**config.mk**
```make
export PLATFORM = sky130hd
export DESIGN_NAME = cnn_accel_loader
export DESIGN_NICKNAME = d
export VERILOG_FILES = /design/src/rtl/cnn_accel_pkg.sv /design/src/rtl/cnn_word_packer.sv /design/src/rtl/cnn_accel_loader.sv
export SDC_FILE = /design/constraint.sdc
export NUM_CORES = 1
export LEC_CHECK = 0
export ABC_AREA = 0
export CAP_MARGIN = 20
export CORE_ASPECT_RATIO = 0.9
export CORE_MARGIN = 4
export CORE_UTILIZATION = 33
export DETAILED_ROUTE_END_ITERATION = 8
export SLEW_MARGIN = 20
export SYNTH_ARGS = -nofsm -noshare
export SYNTH_HDL_FRONTEND = slang
export SYNTH_SLANG_ARGS = --single-unit
```
**constraint.sdc**
```tcl
create_clock -name clkIn -period 18.42 [get_ports clkIn]
set_input_delay 2.763 -clock clkIn [delete_from_list [all_inputs] [get_ports clkIn]]
set_output_delay 2.763 -clock clkIn [all_outputs]
set_load 0.01 [all_outputs]
```
**src/rtl/cnn_accel_pkg.sv**
```systemverilog
// cnn_accel_pkg: shared state encoding, lane geometry and default bus bases
// for the cnn_accel_loader sequencer and its word packer.
package cnn_accel_pkg;
    typedef enum logic [3:0] {
        IDLE, DCOLS, DROWS, DLOAD, DDRAIN, FCOLS, FROWS, FLOAD, FDRAIN, START, RUN
    } state_t;
    localparam int NUM_WORDS = 2;
    localparam int WE_WIDTH = 4;
    localparam int DEF_MAX_SIZE = 4096;
    localparam int DIM_WIDTH = $clog2(DEF_MAX_SIZE) + 1;
    localparam int DEF_DATA_BASE = 0;
    localparam int DEF_FILT_BASE = 16384;
endpackage

```
**src/rtl/cnn_word_packer.sv**
```systemverilog
// cnn_word_packer: pairs stream words into bus writes, lane0 in the low half;
// a lone lane0 word on last is flushed with only its own byte enables.
module cnn_word_packer
    import cnn_accel_pkg::*;
#(
    parameter int ADDR_WIDTH = 32,
    parameter int WORD_WIDTH = 32
) (
    input  logic                              clk,
    input  logic                              rstN,
    input  logic                              init,
    input  logic [ADDR_WIDTH-1:0]             base,
    input  logic                              beat,
    input  logic                              last,
    input  logic [WORD_WIDTH-1:0]             word,
    output logic [ADDR_WIDTH-1:0]             addr,
    output logic [NUM_WORDS*WE_WIDTH-1:0]     wrEn,
    output logic [NUM_WORDS*WORD_WIDTH-1:0]   wrData
);
    localparam int BYTES = NUM_WORDS * WORD_WIDTH / 8;
    logic lane;
    logic flush;
    logic [WORD_WIDTH-1:0] held;
    logic [ADDR_WIDTH-1:0] nextAddr;

    assign flush = beat && (lane || last);

    always_ff @(posedge clk or negedge rstN) begin
        if (!rstN) begin
            lane <= 1'b0;
            held <= '0;
            nextAddr <= '0;
            addr <= '0;
            wrEn <= '0;
            wrData <= '0;
        end else begin
            wrEn <= flush ? (lane ? '1 : {{WE_WIDTH{1'b0}}, {WE_WIDTH{1'b1}}}) : '0;
            if (init) begin
                lane <= 1'b0;
                nextAddr <= base;
            end else if (beat) begin
                lane <= !last && !lane;
                if (!lane) held <= word;
                if (flush) begin
                    addr <= nextAddr;
                    nextAddr <= nextAddr + ADDR_WIDTH'(BYTES);
                    wrData <= lane ? {word, held} : {{WORD_WIDTH{1'b0}}, word};
                end
            end
        end
    end
endmodule

```
**src/rtl/cnn_accel_loader.sv**
```systemverilog
// cnn_accel_loader: loads image and kernel streams into the accelerator, then starts it.
// Define CNN_LOADER_PERF_EN to count compute cycles on cyclesOut.
module cnn_accel_loader
    import cnn_accel_pkg::*;
#(
    parameter int BUS_ADDR_WIDTH = 32,
    parameter int BUS_DATA_WIDTH = 64,
    parameter int DATA_WIDTH = 32,
    parameter int MAX_SIZE = DEF_MAX_SIZE,
    parameter logic [BUS_ADDR_WIDTH-1:0] DATA_BASE = BUS_ADDR_WIDTH'(DEF_DATA_BASE),
    parameter logic [BUS_ADDR_WIDTH-1:0] FILT_BASE = BUS_ADDR_WIDTH'(DEF_FILT_BASE)
) (
    input  logic                          clkIn,
    input  logic                          rstIn,
    input  logic [DATA_WIDTH-1:0]         dataIn,
    input  logic                          dataValidIn,
    input  logic                          dataLastIn,
    output logic                          dataReadyOut,
    input  logic [DATA_WIDTH-1:0]         filtIn,
    input  logic                          filtValidIn,
    input  logic                          filtLastIn,
    output logic                          filtReadyOut,
    output logic [DIM_WIDTH-1:0]          dataRowsOut,
    output logic [DIM_WIDTH-1:0]          dataColsOut,
    output logic [DIM_WIDTH-1:0]          filtRowsOut,
    output logic [DIM_WIDTH-1:0]          filtColsOut,
    output logic [BUS_ADDR_WIDTH-1:0]     addrOut,
    output logic [NUM_WORDS*WE_WIDTH-1:0] wrEnOut,
    output logic [BUS_DATA_WIDTH-1:0]     wrDataOut,
    output logic                          startOut,
    input  logic                          doneIn,
    output logic                          busyOut,
    output logic                          doneOut,
    output logic                          errorOut,
    output logic [31:0]                   cyclesOut
);
    localparam int PW = 2 * DIM_WIDTH;
    state_t state;
    logic dataBeat, filtBeat, inFilt, curBeat, curLast, hdrBad, loadErr, pkInit, pkBeat;
    logic [DATA_WIDTH-1:0] curWord;
    logic [DIM_WIDTH-1:0] curCols;
    logic [PW-1:0] prod, expected, wordCnt, cnt1;

    always_comb begin
        dataBeat = dataValidIn && dataReadyOut;
        filtBeat = filtValidIn && filtReadyOut;
        inFilt = state inside {FCOLS, FROWS, FLOAD, FDRAIN};
        curBeat = inFilt ? filtBeat : dataBeat;
        curLast = inFilt ? filtLastIn : dataLastIn;
        curWord = inFilt ? filtIn : dataIn;
        curCols = inFilt ? filtColsOut : dataColsOut;
        prod = {{DIM_WIDTH{1'b0}}, curWord[DIM_WIDTH-1:0]} * {{DIM_WIDTH{1'b0}}, curCols};
        // a header ending the stream leaves no payload to match the length
        hdrBad = prod == '0 || prod > PW'(MAX_SIZE) || curLast;
        cnt1 = wordCnt + PW'(1);
        loadErr = curLast != (cnt1 == expected);
        pkInit = (state == DROWS || state == FROWS) && curBeat && !hdrBad;
        pkBeat = (state == DLOAD || state == FLOAD) && curBeat && !loadErr;
    end

    cnn_word_packer #(.ADDR_WIDTH(BUS_ADDR_WIDTH), .WORD_WIDTH(DATA_WIDTH)) packer (
        .clk(clkIn), .rstN(rstIn), .init(pkInit), .base(inFilt ? FILT_BASE : DATA_BASE),
        .beat(pkBeat), .last(curLast), .word(curWord),
        .addr(addrOut), .wrEn(wrEnOut), .wrData(wrDataOut)
    );

    always_ff @(posedge clkIn or negedge rstIn) begin
        if (!rstIn) begin
            state <= IDLE;
            {dataReadyOut, filtReadyOut, startOut, busyOut, doneOut, errorOut} <= '0;
            {dataRowsOut, dataColsOut, filtRowsOut, filtColsOut} <= '0;
            expected <= '0;
            wordCnt <= '0;
        end else begin
            startOut <= 1'b0;
            doneOut <= 1'b0;
            case (state)
                IDLE: if (dataValidIn) begin
                    state <= DCOLS;
                    dataReadyOut <= 1'b1;
                    busyOut <= 1'b1;
                    errorOut <= 1'b0;
                end
                DCOLS, FCOLS: if (curBeat) begin
                    if (inFilt) filtColsOut <= curWord[DIM_WIDTH-1:0];
                    else dataColsOut <= curWord[DIM_WIDTH-1:0];
                    state <= inFilt ? FROWS : DROWS;
                end
                DROWS, FROWS: if (curBeat) begin
                    if (inFilt) filtRowsOut <= curWord[DIM_WIDTH-1:0];
                    else dataRowsOut <= curWord[DIM_WIDTH-1:0];
                    expected <= prod;
                    wordCnt <= '0;
                    if (!hdrBad) state <= inFilt ? FLOAD : DLOAD;
                    else begin
                        errorOut <= 1'b1;
                        if (curLast) begin
                            state <= IDLE;
                            {dataReadyOut, filtReadyOut, busyOut, doneOut} <= 4'b0001;
                        end else state <= inFilt ? FDRAIN : DDRAIN;
                    end
                end
                DLOAD, FLOAD: if (curBeat) begin
                    wordCnt <= cnt1;
                    if (loadErr) begin
                        errorOut <= 1'b1;
                        if (curLast) begin
                            state <= IDLE;
                            {dataReadyOut, filtReadyOut, busyOut, doneOut} <= 4'b0001;
                        end else state <= inFilt ? FDRAIN : DDRAIN;
                    end else if (curLast) begin
                        state <= inFilt ? START : FCOLS;
                        dataReadyOut <= 1'b0;
                        filtReadyOut <= !inFilt;
                    end
                end
                DDRAIN, FDRAIN: if (curBeat && curLast) begin
                    state <= IDLE;
                    {dataReadyOut, filtReadyOut, busyOut, doneOut} <= 4'b0001;
                end
                START: begin
                    startOut <= 1'b1;
                    state <= RUN;
                end
                RUN: if (doneIn) begin
                    state <= IDLE;
                    busyOut <= 1'b0;
                    doneOut <= 1'b1;
                end
                default: state <= IDLE;
            endcase
        end
    end

`ifdef CNN_LOADER_PERF_EN
    always_ff @(posedge clkIn or negedge rstIn) begin
        if (!rstIn) cyclesOut <= '0;
        else if (state == START) cyclesOut <= '0;
        else if (state == RUN && cyclesOut != '1) cyclesOut <= cyclesOut + 32'(1);
    end
`else
    assign cyclesOut = '0;
`endif
endmodule
```
==> key figures <==
Finish
  – Layout cells sized above 1: 6.34%
  – Layout Nets: around 2.6k
  – # diodes: 0
  – Multi-input combinational cell area: between 10,000 and 15,000 um^2
  – Register Area: roughly 6800 um^2
  – Final Instance Count excl. Fillers: around 3.1k
  – Fillers: roughly 5.6k
  – Area Growth Syn to Fin: 21.2%
  – Share of the core filled with cells: between 40% and 50%

Route
  – Drt first pass iters: 5
  – Routed Antenna Nets: 0
  – Initial DRC count: between 900 and 1k
  – Final WL: 53.3 mm
  – DRC violations left: 0
  – Vias: approximately 15k
  – Via/cell ratio: 4.94
  – Post-DR wirelength/cell: roughly 17 um

Placement
  – Dpl cells: roughly 3.0k
  – Routability congestion estimate: 0.879
  – Buffers on Ports: 229
  – DPL Wire Length: roughly 39 mm

Worst setup path
  – Worst path most repeated cell: fa_1
  – Crit-path max cell delay: 1.00 ns
  – Critical path startpoint: dataIn[10]
  – Crit-path leading delay family: adder cells
  – Critical path endpoint category: register
  – Reg2reg start: state[3]
  – Worst setup path category: primary input to register
  – Max FO, Critical Path: 12
  – Required time worst endpoint: 18.82 ns
  – Worst path arrival time: roughly 11 ns
  – Slowest-stage cell, CP: o31ai_2
  – Cell Chain, Critical Path: clkdlybuf4s50_1, mux2i_1, or2_2, fa_1, fa_1, inv_1, fa_1, fa_1, inv_1, fa_1, inv_1, ha_1, a21oi_1, o21ai_0, a211oi_2, o21bai_1, or3_1, a2111oi_2, nand4b_2, o31ai_2, o221ai_1
  – Worst path bufs/invs: 4
  – Setup crit start kind: primary input

Die
  – I/O Pins: between 200 and 300
  – DIE AREA: 60,600 um^2
  – Row count: 82
  – Effective utilization at floorplan: 33.5%
  – Die X: approximately 260 um
  – Die H: around 230 um
  – Core area: about 56,000 um^2

Timing
  – Crit path time final: 10.21 ns
  – Slew headroom: between 20 and 25%
  – Fin. Hold Viols: 0
  – RSZ-0062 raised after global routing: false
  – Worst slew pin tran: roughly 1.1 ns
  – Final hold slack: between 0.4 and 0.5 ns
  – Total negative slack: 0 ns
  – Max-slew violation count: 0
  – Fin crit share: between 50% and 60%
  – Clock skew: between 0.015 and 0.02 ns
  – Maximum clock rate: about 0.098 GHz
  – Final setup vio count: 0

Clocking
  – CTS tree: built
  – Worst-path clk slew: about 0.06 ns
  – Root Driver: clkbuf_16
  – Worst-skew pair later-pin latency: about 0.59 ns
  – Post-CTS Setup Inserts: 0
  – Clk sink count: 271
  – H-Tree Depth: 1
  – CTS-repair resized insts: 0
  – Maximum clock insertion buffer count: 3
  – Post-CTS Hold Buffers: 0
  – Total CTS buffers: 30

Yosys
  – Seq/Total Area, Yosys: a little over a third
  – Number of synthesized flops with an enable pin: 0
  – Asr flop ratio synth: 100%
  – Most common flop cell mapped by yosys: dfrtp_1
  – Synth warn: 0
  – Gate Count Post-Synth: between 2k and 2.5k
  – Count of cell types in the netlist: between 60 and 70
  – Synthesis-stage register bit count: between 200 and 300
  – Synth Area per Inst: roughly 8.8 um^2
  – Mapped Area: roughly 19,000 um^2

Global route
  – Pin count of the biggest net entering global routing: 153
  – Vias in the first global route: approximately 15k
  – Initial antenna violation count: 1
  – Global Route Usage Sum: between 15 and 20%
  – Total gr overflow: 0
  – Global-route wire length before repair: 82.6 mm

Min path
  – Hold_sp: packer.wrData[59]
  – Hold WC Path Type: register to register

Status
  – Status: finished clean

Run
  – Max_cap viols: 0
[cell usage in the layout (no fill, tap or decap), types with 7 or more instances in the layout]
cell type	count
o211ai_1	7
clkbuf_8	8
a31oi_1	11
o21ai_1	10
nand2b_1	8
and3_1	13
clkdlybuf4s50_1	228
buf_4	24
nor2_1	239
o31ai_1	17
nand4_1	17
xor2_1	44
nand3b_1	19
mux2i_1	48
nor3_1	17
conb_1	35
clkbuf_16	30
dfrtp_1	270
nand2_1	383
o21ai_0	140
mux2_2	37
nand3_1	50
ha_1	74
xnor2_1	36
a21o_1	8
fa_1	121
a21oi_1	112
or2_2	8
inv_1	192
[final timing paths]
path	endpoint	cells after the start	slack [ns]
max reg2reg	packer.nextAddr[14]	25	8.88
min in group asynchronous	packer.addr[7]	1	2.27
min	packer.wrData[59]	2	0.46
min reg2reg	packer.wrData[59]	2	0.46
max	packer.nextAddr[14]	21	8.21
max in group asynchronous	dataColsOut[12]	2	14.71
[cells in the mapped netlist (19+ instances only)]
cell	count	share of area [%]
nand2_1	383	7.7
dfrtp_1	271	36
nor2_1	240	4.8
inv_1	192	3.9
o21ai_0	140	3.7
fa_1	121	13
a21oi_1	112	3.0
clkbuf_1	89	1.8
ha_1	74	5.0
mux2i_1	50	2.7
nand3_1	50	1.3
xor2_1	44	2.1
buf_4	42	1.7
mux2_2	38	2.3
xnor2_1	36	1.7
nand3b_1	19	0.76
[cells by family (layout without fill, tap and decap cells)]
kind of cell               Yosys count  after routing  synth area share [%]
other                                1             35                0.0200
adders and majority gates          195            195                  17.9
and+or+nand+nor                    794            794                  18.3
xor gates and xnor gates            80             80                  3.75
muxes                               89             89                  5.04
buffers and inverters              341            504                  7.81
DFF                                271            271                  36.3
AOI/OAI and AO/OA                  352            352                  10.9
[worst register-to-register path, stage by stage, from the launching register on]
cell and delay, ns:
dfrtp_1 0.59, nand2b_1 0.31, mux2_4 0.56, buf_4 0.72, mux2i_1 0.28, buf_4 0.27, nor2_1 0.10, fa_1 0.57
inv_1 0.05, fa_1 0.47, inv_1 0.06, fa_1 0.52, fa_1 0.55, inv_1 0.06, fa_1 0.52, inv_1 0.04
ha_1 0.38, a21oi_1 0.24, o21ai_0 0.18, a211oi_2 0.26, o21bai_1 0.20, or3_1 0.40, a2111oi_2 0.43, nand4b_2 0.33
o31ai_2 1.00, o221ai_1 0.26
[per-layer routing]
| metal | wire length [um] | up-vias | part of all wire (%) | global-route usage [%] |
|---|---|---|---|---|
| met5 | 11 | - | 0.021 | 0 |
| met4 | 1140 | 2 | 2.1 | 3.79 |
| met3 | 3630 | 77 | 6.8 | 3.54 |
| met2 | 25000 | 411 | 47 | 27.4 |
| met1 | 23500 | 7491 | 44 | 23.6 |
| li1 | - | 7214 | - | - |
[sequential cells by signal, summed over array words and instances, names as in the netlist, 26 cells and up]
register / cells
packer.addr: 29
wordCnt: 26
packer.nextAddr: 29
expected: 26
packer.held: 32
packer.wrData: 64
[layout make-up]
type                    instances  share of cell area, %
flip-flops and latches        271                   29.9
clock inverters                16                  0.982
multi-input cells            1545                   46.8
inverters                     193                   3.20
repair buffers                255                   11.1
clock buffers                  40                   3.83
well taps                     756                   4.17
[stage by stage]
stage,worst slack [ns],area [um^2]
after global placement,7.92,21600
after detailed placement,7.70,21600
final,8.21,22700
after CTS,8.30,22700
after global routing,7.89,22700
after floorplan,9.56,18800
Power is left out: the tool's default activity adds up to more than one toggle a clock period on the data nets, which glitch-free logic cannot reach.
